===== src/rtl/counter_seq_pkg.sv =====
// counter_seq_pkg: shared state encoding and mode constants for the count sequencer.
package counter_seq_pkg;
   typedef enum logic [1:0] {
      IDLE  = 2'b00,
      ARMED = 2'b01,
      RUN   = 2'b10,
      DONE  = 2'b11
   } state_t;
   localparam logic MODE_ONESHOT  = 1'b0;
   localparam logic MODE_PERIODIC = 1'b1;
endpackage


===== src/rtl/count_core.sv =====
// count_core: wrap-at-period counter; clr wins over step.
module count_core #(
   parameter int BITS = 8
) (
   input  logic            clk,
   input  logic            reset,
   input  logic            clr,
   input  logic            step,
   input  logic [BITS-1:0] period,
   output logic [BITS-1:0] count,
   output logic            at_term
);
   logic [BITS-1:0] count_q, count_d;
   assign at_term = count_q == period;
   assign count   = count_q;
   always_comb count_d = clr ? '0 : step ? (at_term ? '0 : count_q + 1'b1) : count_q;
   always_ff @(posedge clk or negedge reset) begin
      if (!reset) count_q <= '0;
      else        count_q <= count_d;
   end
endmodule


===== src/rtl/counter_seq.sv =====
// counter_seq: cfg handshake, start/stop FSM and prescaler around count_core.
module counter_seq
   import counter_seq_pkg::*;
#(
   parameter int BITS     = 8,
   parameter int PRE_BITS = 4
) (
   input  logic                clk,
   input  logic                reset,
   input  logic                cfg_valid,
   output logic                cfg_ready,
   input  logic [BITS-1:0]     cfg_period,
   input  logic [PRE_BITS-1:0] cfg_prescale,
   input  logic                cfg_mode,
   input  logic                start,
   input  logic                stop,
   output logic [BITS-1:0]     count,
   output logic                tick,
   output logic                done,
   output logic                busy,
   output logic [1:0]          state
);
   state_t              state_q, state_d;
   logic [PRE_BITS-1:0] pre_q, pre_d, prescale_q, prescale_d;
   logic [BITS-1:0]     period_q, period_d;
   logic                mode_q, mode_d, tick_q, tick_d;
   logic                clr, step, at_term;

   count_core #(.BITS(BITS)) u_core (
      .clk     (clk),
      .reset   (reset),
      .clr     (clr),
      .step    (step),
      .period  (period_q),
      .count   (count),
      .at_term (at_term)
   );

   assign cfg_ready = (state_q == IDLE) || (state_q == ARMED);
   assign busy      = state_q == RUN;
   assign done      = state_q == DONE;
   assign tick      = tick_q;
   assign state     = state_q;

   always_comb begin
      state_d    = state_q;
      pre_d      = pre_q;
      period_d   = period_q;
      prescale_d = prescale_q;
      mode_d     = mode_q;
      tick_d     = 1'b0;
      clr        = 1'b0;
      step       = 1'b0;
      // A cfg arriving alongside start in ARMED is latched and used by that run.
      if (cfg_valid && cfg_ready) begin
         period_d   = cfg_period;
         prescale_d = cfg_prescale;
         mode_d     = cfg_mode;
      end
      case (state_q)
         IDLE:  if (cfg_valid) state_d = ARMED;
         ARMED: if (start && !stop) begin
            state_d = RUN;
            pre_d   = '0;
            clr     = 1'b1;
         end
         RUN: if (stop) begin
            state_d = ARMED;
            pre_d   = '0;
            clr     = 1'b1;
         end else if (pre_q == prescale_q) begin
            pre_d = '0;
            step  = 1'b1;
            if (at_term) begin
               tick_d = 1'b1;
               if (mode_q == MODE_ONESHOT) state_d = DONE;
            end
         end else pre_d = pre_q + 1'b1;
         DONE:  state_d = ARMED;
      endcase
   end

   always_ff @(posedge clk or negedge reset) begin
      if (!reset) begin
         state_q    <= IDLE;
         pre_q      <= '0;
         period_q   <= '0;
         prescale_q <= '0;
         mode_q     <= MODE_ONESHOT;
         tick_q     <= 1'b0;
      end else begin
         state_q    <= state_d;
         pre_q      <= pre_d;
         period_q   <= period_d;
         prescale_q <= prescale_d;
         mode_q     <= mode_d;
         tick_q     <= tick_d;
      end
   end
endmodule


===== config.mk =====
export PLATFORM = sky130hd
export DESIGN_NAME = counter_seq
export DESIGN_NICKNAME = d
export VERILOG_FILES = /design/src/rtl/counter_seq_pkg.sv /design/src/rtl/count_core.sv /design/src/rtl/counter_seq.sv
export SDC_FILE = /design/constraint.sdc
export NUM_CORES = 1
export LEC_CHECK = 0
export CORE_AREA = 2 2 61 52
export CTS_CLUSTER_DIAMETER = 120
export DETAILED_ROUTE_END_ITERATION = 7
export DIE_AREA = 0 0 63 54
export DONT_BUFFER_PORTS = 1
export PLACE_DENSITY = 0.74
export SLEW_MARGIN = 0
export SYNTH_ARGS = -nofsm -noshare
export SYNTH_HDL_FRONTEND = slang
export SYNTH_HIERARCHICAL = 1
export SYNTH_SLANG_ARGS = --single-unit
export TNS_END_PERCENT = 20

===== constraint.sdc =====
create_clock -name clk -period 2.5 [get_ports clk]
set_input_delay 0.375 -clock clk [delete_from_list [all_inputs] [get_ports clk]]
set_output_delay 0.375 -clock clk [all_outputs]
set_load 0.05 [all_outputs]

==> flow_summary.yaml <==
critical_path:
  critical_path_class: "reg2reg"
  start_kind: "register"
  critPathRequiredTime_ns: 2.73
  crit_path_start: "state[1]"
  r2r_slack_ns: 0.33
  setup.worst_path.end_class: "register"
  worstPathArrival_ns: 2.40
  reg2reg_depth: 9
  critPathMaxFanout: 15
  timing.rr.start: "state[1]"
  r2r_end: "u_core/count[7]"
global_route:
  grt_overflow: 0
  grt_pass1_vias: 1037
  grt_pass1_wl_um: 5340
  grt_max_degree: 29
  grtUsageTotal_pct: 20.9
  grt_antenna_before_repair: 0
placed_design:
  dp_hpwl_um: 2430
  portBuffers: 0
  place_congestion: 0.845
  dp.cells: 195
synthesis:
  async_flop_share_pct: 100
  synth_top_area_cell: "dfrtp_1"
  ys_top_cells_by_area: "dfrtp_1 43%, mux2_4 9.3%, xnor2_1 6.5%"
  synthAdderAreaFrac_pct: 4.65
  synth_fp_nets: 169
  synth-edff-count: 0
  ys_warn_count: 6
  ys_types: 41
  yosys_register_bits: 28
  synth_compound_area_share_pct: 10.3
  synth_top_family_by_area: "simple AND/OR/NAND/NOR gates"
  synthCells: 145
  ys.flop_type: "dfrtp_1"
  synth_common_cells: "28 x dfrtp_1, 12 x xnor2_1, 11 x nand2_1, 10 x mux2_4"
  seq_area_frac_synth_pct: 43.4
  synth-simple-area-share_pct: 16.9
  synthMuxAreaShare_pct: 11.4
  synth.most_common_cell: "dfrtp_1"
  synth.avg_cell_area_sq_um: 11.1
  synthDominantCellAreaShare_pct: 43.4
  netlist_area_sq_um: 1610
  synth-xor-area-share_pct: 10.2
clocking:
  cts_sinks: 28
  clock_latency_ns: 0.34
  clk_pin_slew_ns: 0.16
  tritoncts: "done"
  cts_root_buffer: "clkbuf_4"
  post_cts_resized: 0
  cts_buffers: 3
  clock_path_buffers: 2
  cts_max_level: 1
routing:
  wl_um: 3220
  firstDrtPassIters: 4
  viasPerCell: 5.53
  drtIter0Drc: 69
  drc_errors: 0
  routedWlPerCell_um: 16.0
  ant_nets: 0
  dr_total_vias: 1112
final_layout:
  fill_cells: 248
  multi_input_area_sq_um: 863
  seq_area_sq_um: 701
  drive_gt1_share_pct: 23.6
  diodes: 0
  nNetsFinal: 186
  fin_cells: 201
  area_growth_pct: 11.8
floorplan:
  placementRows: 18
  die_h_um: 54
  boundaryPins: 32
  core_sq_um: 2860
  die-area_sq_um: 3400
  start_util_pct: 56.4
  die-width_um: 63
pwr:
  p_total_uw: 1880
  ir_drop_mv: 0.605
  power_density_nw_per_um2: 1040
  p_leak_uw: 0.000821
hold_path:
  whs_endpoint: "prescale_q[3]"
  hp-class: "in2reg"
  worstHoldStart: "cfg_prescale[3]"
  hold_depth: 1
timing:
  max-slew-margin-rel_pct: 67.1
  final-hold-violation-count: 0
  timing.final.crit_share_pct: 86.7
  drv_slew: 0
  final_period_minus_worst_setup_slack_ns: 2.17
  setup-tns-final_ns: 0
  setup_viol: 0
  skew_ns: 0.0183
  rsz0062_at_grt: "no"
  fmax_mhz: 461
  tightestPinTransition_ns: 0.493
status:
  status: "complete, no violations"
flow_run:
  max_cap_viol_count: 0
==> cells by family after synthesis <==
family,Yosys count
adders and majority gates,6
buffers and inverters,10
AOI/OAI and AO/OA,24
xor gates and xnor gates,18
DFF,28
and+or+nand+nor,46
muxes,13
==> critical path, cell delays in order, from the launching register on <==
cell and delay (ns):
dfrtp_1 0.41, inv_1 0.08, ha_1 0.27, nand2_1 0.08, o21ai_0 0.15, and2_1 0.46, o2111a_1 0.25, and3_1 0.17
xnor2_1 0.14, nor3_2 0.06
==> cell type report <==
class                           instances  share of cell area, %
Clock buffer                            4                   2.01
Tap cell                               40                   2.77
Inverter                                7                   1.46
Sequential cell                        28                   38.8
Timing Repair Buffer                   15                   7.07
Multi-Input combinational cell        107                   47.9
==> worst max path at each step <==
| stage | end | cells past startpoint |
|---|---|---|
| 3_5_place_dp | u_core/count[7] | 9 |
| 2_1_floorplan | u_core/count[7] | 9 |
| 5_1_grt | u_core/count[7] | 9 |
| 4_1_cts | u_core/count[7] | 9 |
| 6_report | u_core/count[7] | 9 |
| 3_3_place_gp | u_core/count[7] | 9 |
==> layer usage <==
| layer | GRT usage, % | part of all wire (%) |
|---|---|---|
| met1 | 29.0 | 47 |
| met3 | 5.65 | 6.1 |
| met5 | 0 | 0 |
| met2 | 31.9 | 46 |
| met4 | 6.67 | 1.2 |
==> sequential cells by signal, indices dropped and copies added (netlist names) <==
name / flops
period_q: 8
u_core/count: 8
pre_q: 4
prescale_q: 4
state: 2
mode_q: 1
tick: 1
==> metrics by stage <==
step	utilization [%]	area [sq um]	hold WS, ns	worst slack [ns]
after global placement	60.8	1740	0.0802	0.470
after floorplan	-	1610	0.0794	0.0808
after detailed placement	60.8	1740	0.0803	0.395
after global routing	63.1	1800	0.149	0.0926
after CTS	63.1	1800	0.172	0.361
final	63.1	1800	0.183	0.331
==> power breakdown <==
group | internal, uW | switching (uW)
clock network | 89.3 | 137
registers | 590 | 111
logic | 431 | 520
==> cells in the final DEF, fill, tap and decap left out, types with 2 or more instances in the layout <==
cell	instances
nand4_1	3
nor3_2	2
o211ai_1	2
o2111ai_1	3
and2_1	3
inv_1	7
and3_1	2
nand3_1	3
nor3_1	4
nand2b_1	4
nand2_1	11
a21oi_1	2
dfrtp_1	28
or3_1	2
mux2_4	10
xor2_1	5
nor2b_1	3
ha_1	6
clkbuf_4	3
o21ai_0	7
xnor2_1	12
nor2_1	3
o22ai_1	2
buf_4	13
mux2_2	3
==> timing repair <==
item / CTS / global route
hold buffers: 2 / 0
endpoints found under the hold margin: 28 / 0
buffers inserted: 0 / 0
Note: power is estimated with default switching activity, not from simulation.
